File: src/rtl/instr_fetch_unit.sv
// MIPS instruction fetch front end: IDLE/FETCH/ISSUE over an imem req/ack port.
// Define IFETCH_PERF_CNT_EN to build the retired/redirect performance counters.
module instr_fetch_unit #(
  parameter logic [31:0] RESET_PC = 32'h0000_0000,
  parameter int          PC_W     = 32
) (
  input  logic            clk,
  input  logic            reset_n,
  output logic            imem_req,
  output logic [PC_W-1:0] imem_addr,
  input  logic            imem_ack,
  input  logic [31:0]     imem_rdata,
  output logic            instr_valid,
  input  logic            instr_taken,
  output logic [31:0]     instr,
  output logic [5:0]      opcode,
  output logic [5:0]      funct,
  output logic [PC_W-1:0] pc,
  output logic [PC_W-1:0] pc_plus4,
  input  logic            branch,
  input  logic            zero,
  input  logic            jump,
  output logic [31:0]     retired_cnt,
  output logic [31:0]     redirect_cnt
);

  typedef enum logic [1:0] {
    IDLE  = 2'd0,
    FETCH = 2'd1,
    ISSUE = 2'd2
  } state_t;

  state_t state;
  state_t state_nxt;

  logic            accept;
  logic            retire;
  logic            pcsrc;
  logic [PC_W-1:0] br_off;
  logic [PC_W-1:0] br_tgt;
  logic [PC_W-1:0] jmp_tgt;
  logic [PC_W-1:0] pc_nxt;

  always_ff @(posedge clk or negedge reset_n) begin
    if (!reset_n) begin
      state <= IDLE;
    end else begin
      state <= state_nxt;
    end
  end

  always_comb begin
    state_nxt = state;
    unique case (state)
      IDLE:    state_nxt = FETCH;
      FETCH:   if (imem_ack) state_nxt = ISSUE;
      ISSUE:   if (instr_taken) state_nxt = FETCH;
      default: state_nxt = IDLE;
    endcase
  end

  always_comb begin
    imem_req    = 1'b0;
    instr_valid = 1'b0;
    unique case (state)
      FETCH:   imem_req = 1'b1;
      ISSUE:   instr_valid = 1'b1;
      default: ;
    endcase
  end

  assign accept = (state == FETCH) & imem_ack;
  assign retire = (state == ISSUE) & instr_taken;

  always_ff @(posedge clk or negedge reset_n) begin
    if (!reset_n) begin
      instr <= '0;
    end else if (accept) begin
      instr <= imem_rdata;
    end
  end

  always_ff @(posedge clk or negedge reset_n) begin
    if (!reset_n) begin
      pc <= RESET_PC;
    end else if (retire) begin
      pc <= pc_nxt;
    end
  end

  assign imem_addr = pc;
  assign opcode    = instr[31:26];
  assign funct     = instr[5:0];
  assign pc_plus4  = pc + PC_W'(4);

  assign pcsrc   = branch & zero;
  assign br_off  = {{14{instr[15]}}, instr[15:0], 2'b00};
  assign br_tgt  = pc_plus4 + br_off;
  assign jmp_tgt = {pc_plus4[PC_W-1:PC_W-4], instr[25:0], 2'b00};

  // jump wins over a taken branch when both are asserted
  always_comb begin
    pc_nxt = pc_plus4;
    priority case (1'b1)
      jump:    pc_nxt = jmp_tgt;
      pcsrc:   pc_nxt = br_tgt;
      default: pc_nxt = pc_plus4;
    endcase
  end

`ifdef IFETCH_PERF_CNT_EN
  logic redirect;

  assign redirect = jump | pcsrc;

  always_ff @(posedge clk or negedge reset_n) begin
    if (!reset_n) begin
      retired_cnt  <= '0;
      redirect_cnt <= '0;
    end else if (retire) begin
      retired_cnt <= retired_cnt + 32'd1;
      if (redirect) begin
        redirect_cnt <= redirect_cnt + 32'd1;
      end
    end
  end
`else
  assign retired_cnt  = '0;
  assign redirect_cnt = '0;
`endif

endmodule

File: config.mk
export PLATFORM = sky130hd
export DESIGN_NAME = instr_fetch_unit
export DESIGN_NICKNAME = d
export VERILOG_FILES = /design/src/rtl/instr_fetch_unit.sv
export SDC_FILE = /design/constraint.sdc
export NUM_CORES = 1
export LEC_CHECK = 0
export CORE_UTILIZATION = 45
export CTS_BUF_LIST = sky130_fd_sc_hd__clkbuf_8
export CTS_CLUSTER_SIZE = 8
export DETAILED_ROUTE_END_ITERATION = 12
export GPL_TIMING_DRIVEN = 0
export PLACE_DENSITY = 0.87
export SKIP_CTS_REPAIR_TIMING = 1
export SLEW_MARGIN = 40
export SYNTH_ARGS = -nofsm -noshare
export SYNTH_HDL_FRONTEND = slang
export SYNTH_SLANG_ARGS = --single-unit
File: constraint.sdc
create_clock -name clk -period 4 [get_ports clk]
set_input_delay 0.8 -clock clk [delete_from_list [all_inputs] [get_ports clk]]
set_output_delay 0.8 -clock clk [all_outputs]
set_load 0.02 [all_outputs]
==> results of run 1 <==
## sequential cells by signal, indices dropped and copies added, names as in the netlist
register and cells:
instr 32, imem_addr 30, state 2
## area by class of cell
cell class                 instances  area (um^2)  area share
timing repair buffer             192         1890       0.221
sequential                        64         1620       0.189
inverter                          10         37.5     0.00439
buffer                           136          940       0.110
tap                              172          215      0.0252
clock buffer                      10          138      0.0161
multi-input combinational        550         3650       0.427
clock inverter                     6         58.8     0.00688
## metal layers
layer | GRT usage | wire, um | vias to the layer above
met2 | 0.454 | 9250 | 359
met4 | 0.121 | 615 | 0
li1 | - | - | 2829
met3 | 0.0514 | 1650 | 61
met1 | 0.343 | 7440 | 2808
met5 | 0 | 0 | -
## through the flow
stage / area (um^2) / power (mW)
after floorplan: 6160 / 5.29
after global placement: 8110 / 7.34
after detailed placement: 8130 / 7.44
after CTS: 8330 / 8.06
after global routing: 8550 / 8.86
final: 8550 / 8.31
## power by group
group / switching [mW] / internal, mW
registers: 0.532 / 0.970
logic: 3.31 / 2.94
clock network: 0.269 / 0.301
total: 4.11 / 4.21
## how the worst min path moves through the flow
stage / from / end / slack [ns] / cells past startpoint
global placement: state[1] / state[0] / 0.48 / 1
CTS: reset_n / instr[8] / 0.38 / 1
floorplan: state[1] / state[0] / 0.46 / 1
detailed placement: state[1] / state[0] / 0.48 / 1
finish: reset_n / imem_addr[9] / 0.37 / 1
global route: reset_n / imem_addr[9] / 0.40 / 1
## cells in the final DEF, fill, tap and decap left out, types with 5 or more instances in the layout
| cell | netlist | routed |
|---|---|---|
| a211oi_1 | 8 | 8 |
| a21o_1 | 10 | 10 |
| a21oi_1 | 39 | 39 |
| a31oi_1 | 10 | 10 |
| and3_1 | 11 | 9 |
| and4_1 | 6 | 6 |
| buf_4 | 112 | 130 |
| clkbuf_1 | 23 | 21 |
| clkbuf_8 | 0 | 10 |
| clkdlybuf4s50_1 | 0 | 173 |
| conb_1 | 1 | 70 |
| dfrtp_1 | 64 | 49 |
| dfrtp_2 | 0 | 15 |
| ha_1 | 36 | 34 |
| inv_1 | 10 | 10 |
| mux2_2 | 32 | 32 |
| nand2_1 | 71 | 70 |
| nand3_1 | 25 | 25 |
| nand4_1 | 10 | 10 |
| nor2_1 | 34 | 33 |
| nor2b_1 | 6 | 6 |
| nor3_1 | 6 | 6 |
| o211ai_1 | 13 | 13 |
| o21a_1 | 5 | 5 |
| o21ai_0 | 38 | 38 |
| o21ai_1 | 11 | 11 |
| or3_1 | 6 | 6 |
| xnor2_1 | 33 | 28 |
| xnor2_2 | 0 | 5 |
| xor2_1 | 18 | 14 |
## cell usage after synthesis, types with 8 or more instances
cell        n
a31oi_1    10
nand2_1    71
a21oi_1    39
mux2_2     32
xor2_1     18
and3_1     11
buf_4     112
dfrtp_1    64
a211oi_1    8
o211ai_1   13
nor2_1     34
nand3_1    25
clkbuf_1   23
a21o_1     10
o21ai_0    38
inv_1      10
nand4_1    10
ha_1       36
xnor2_1    33
o21ai_1    11
## logic make-up after synthesis
logic type,Yosys count
AO/OA/AOI/OAI,168
XOR/XNOR,51
other,1
flip-flops,64
AND/OR/NAND/NOR,190
adder cells (fa/ha/maj),37
buffers and inverters,148
multiplexers,34
==> impl_metrics.tcl, run 1 <==
set metrics [dict create \
    setup-violations-final 0 \
    cp_max_fo 8 \
    max_slew_margin 0.483 \
    route.vias.total 6057 \
    yosysWarnings 0 \
    ctsLongestPathBuffers 2 \
    grt_max_degree 34 \
    row_count 41 \
    synthCells 693 \
    grt_pass1_wl_mm 28.3 \
    peakVddDrop_uv 603 \
    nNetsFinal 1039 \
    syn-cell-area_mm2 0.00589 \
    synth_area_leaders "dfrtp_1 (27%), buf_4 (14%), ha_1 (7.6%)" \
    synth.avg_cell_area_um2 8.50 \
    track_usage 0.272 \
    synth_top_family_by_area "compound AO/OA/AOI/OAI gates" \
    path_delay_family "simple AND/OR/NAND/NOR gates" \
    fp.dieH_um 116 \
    port_buffers 174 \
    maxCapViolCount 0 \
    filler_cell_count 1017 \
    yosys.area.top_type_share 0.272 \
    critPathLaunchType "flip-flop" \
    skew_ns 0.0141 \
    synth-simple-area-share 0.158 \
    critPathRequiredTime_ns 4.27 \
    grt_pass1_vias 5637 \
    place_congestion 0.929 \
    r2r_setup_slack_ns 0.002 \
    synth_ff_type "dfrtp_1" \
    hpwlAfterDp_mm 14.1 \
    endpoint "imem_addr[31]" \
    tightestPinTransition_ns 0.775 \
    cts_root_buf "clkbuf_8" \
    synth.area.mux_share 0.0646 \
    critical_path_depth 14 \
    diodes 0 \
    yosysTopAreaCell "dfrtp_1" \
    numCtsBuffers 9 \
    crit_chain "nand3_1 > nor4_4 > nand4_1 > buf_4 > buf_4 > xnor2_2 > ha_1 > and4_1 > a221o_1 > a211oi_2 > nor3_1 > or3_1 > and4_1 > o31ai_2" \
    dieWidth_um 116 \
    r2r_end "imem_addr[31]" \
    drt-pass1-iter-count 5 \
    cts_tree "built" \
    routedWlPerCell_um 16.6 \
    seq_area_frac_synth 0.272 \
    synth_seq_cells 64 \
    layout-drive-gt1-share 0.235 \
    initial_utilization 0.465 \
    synth_xor_area_frac 0.0758 \
    first_iter_violations 415 \
    crit_path_start "imem_addr[9]" \
    h-tree-depth 3 \
    slew_violations 0 \
    synth_compound_area_frac 0.182 \
    final_util 0.675 \
    syn_to_final_growth_pct 45.2 \
    worst_slack_ns 0.00215 \
    dp.cells 1109 \
    clock_latency_ns 0.36 \
    yosys.area_share.adder 0.0799 \
    wirelength_mm 19.0 \
    hold_path.class "in2async" \
    power_density_mw_per_mm2 972 \
    drc 0 \
    arrival_ns 4.26 \
    ios 245 \
    status "completed" \
    final_cell_count_no_fill 1140 \
    critPathSlowestCell "dfrtp_2" \
    clock.fmax_ghz 0.250 \
    synthArstFlopShare 1.00 \
    max_stage_delay_ns 0.47 \
    fin_tns_setup_ns 0 \
    cts.sinks 64 \
    holdWs_ns 0.374 \
    antenna_found_initial 0 \
    crit_path_end_kind "flip-flop" \
    hold_viol_final 0 \
    reg2reg_depth 14 \
    die_area_mm2 0.0135 \
    overflow 0 \
    ys_types 62 \
    ant_nets 0 \
    pre_cts_slack_ns -0.314 \
    clkSlewWorstSetupHoldPaths_ns 0.07 \
    crit-reg2reg-launch "imem_addr[9]" \
    fin_crit_sh 0.999 \
    synth_edf_count 0 \
    crit_buf_inv 2 \
    post-route-min-period_ns 4.00 \
    path_class "reg2reg" \
    core_mm2 0.0127 \
    vias_per_cell 5.31 \
    p_leak_nw 3.89 \
]
Note: power is estimated with default switching activity, not from simulation.
==> run 2, diff against run 1 <==
Settings changed: CTS_BUF_LIST sky130_fd_sc_hd__clkbuf_8 to sky130_fd_sc_hd__clkbuf_2 sky130_fd_sc_hd__clkbuf_4 sky130_fd_sc_hd__clkbuf_8.
==> results of run 2 <==
No change in the layout: final DEF, timing and power equal those of run 1.
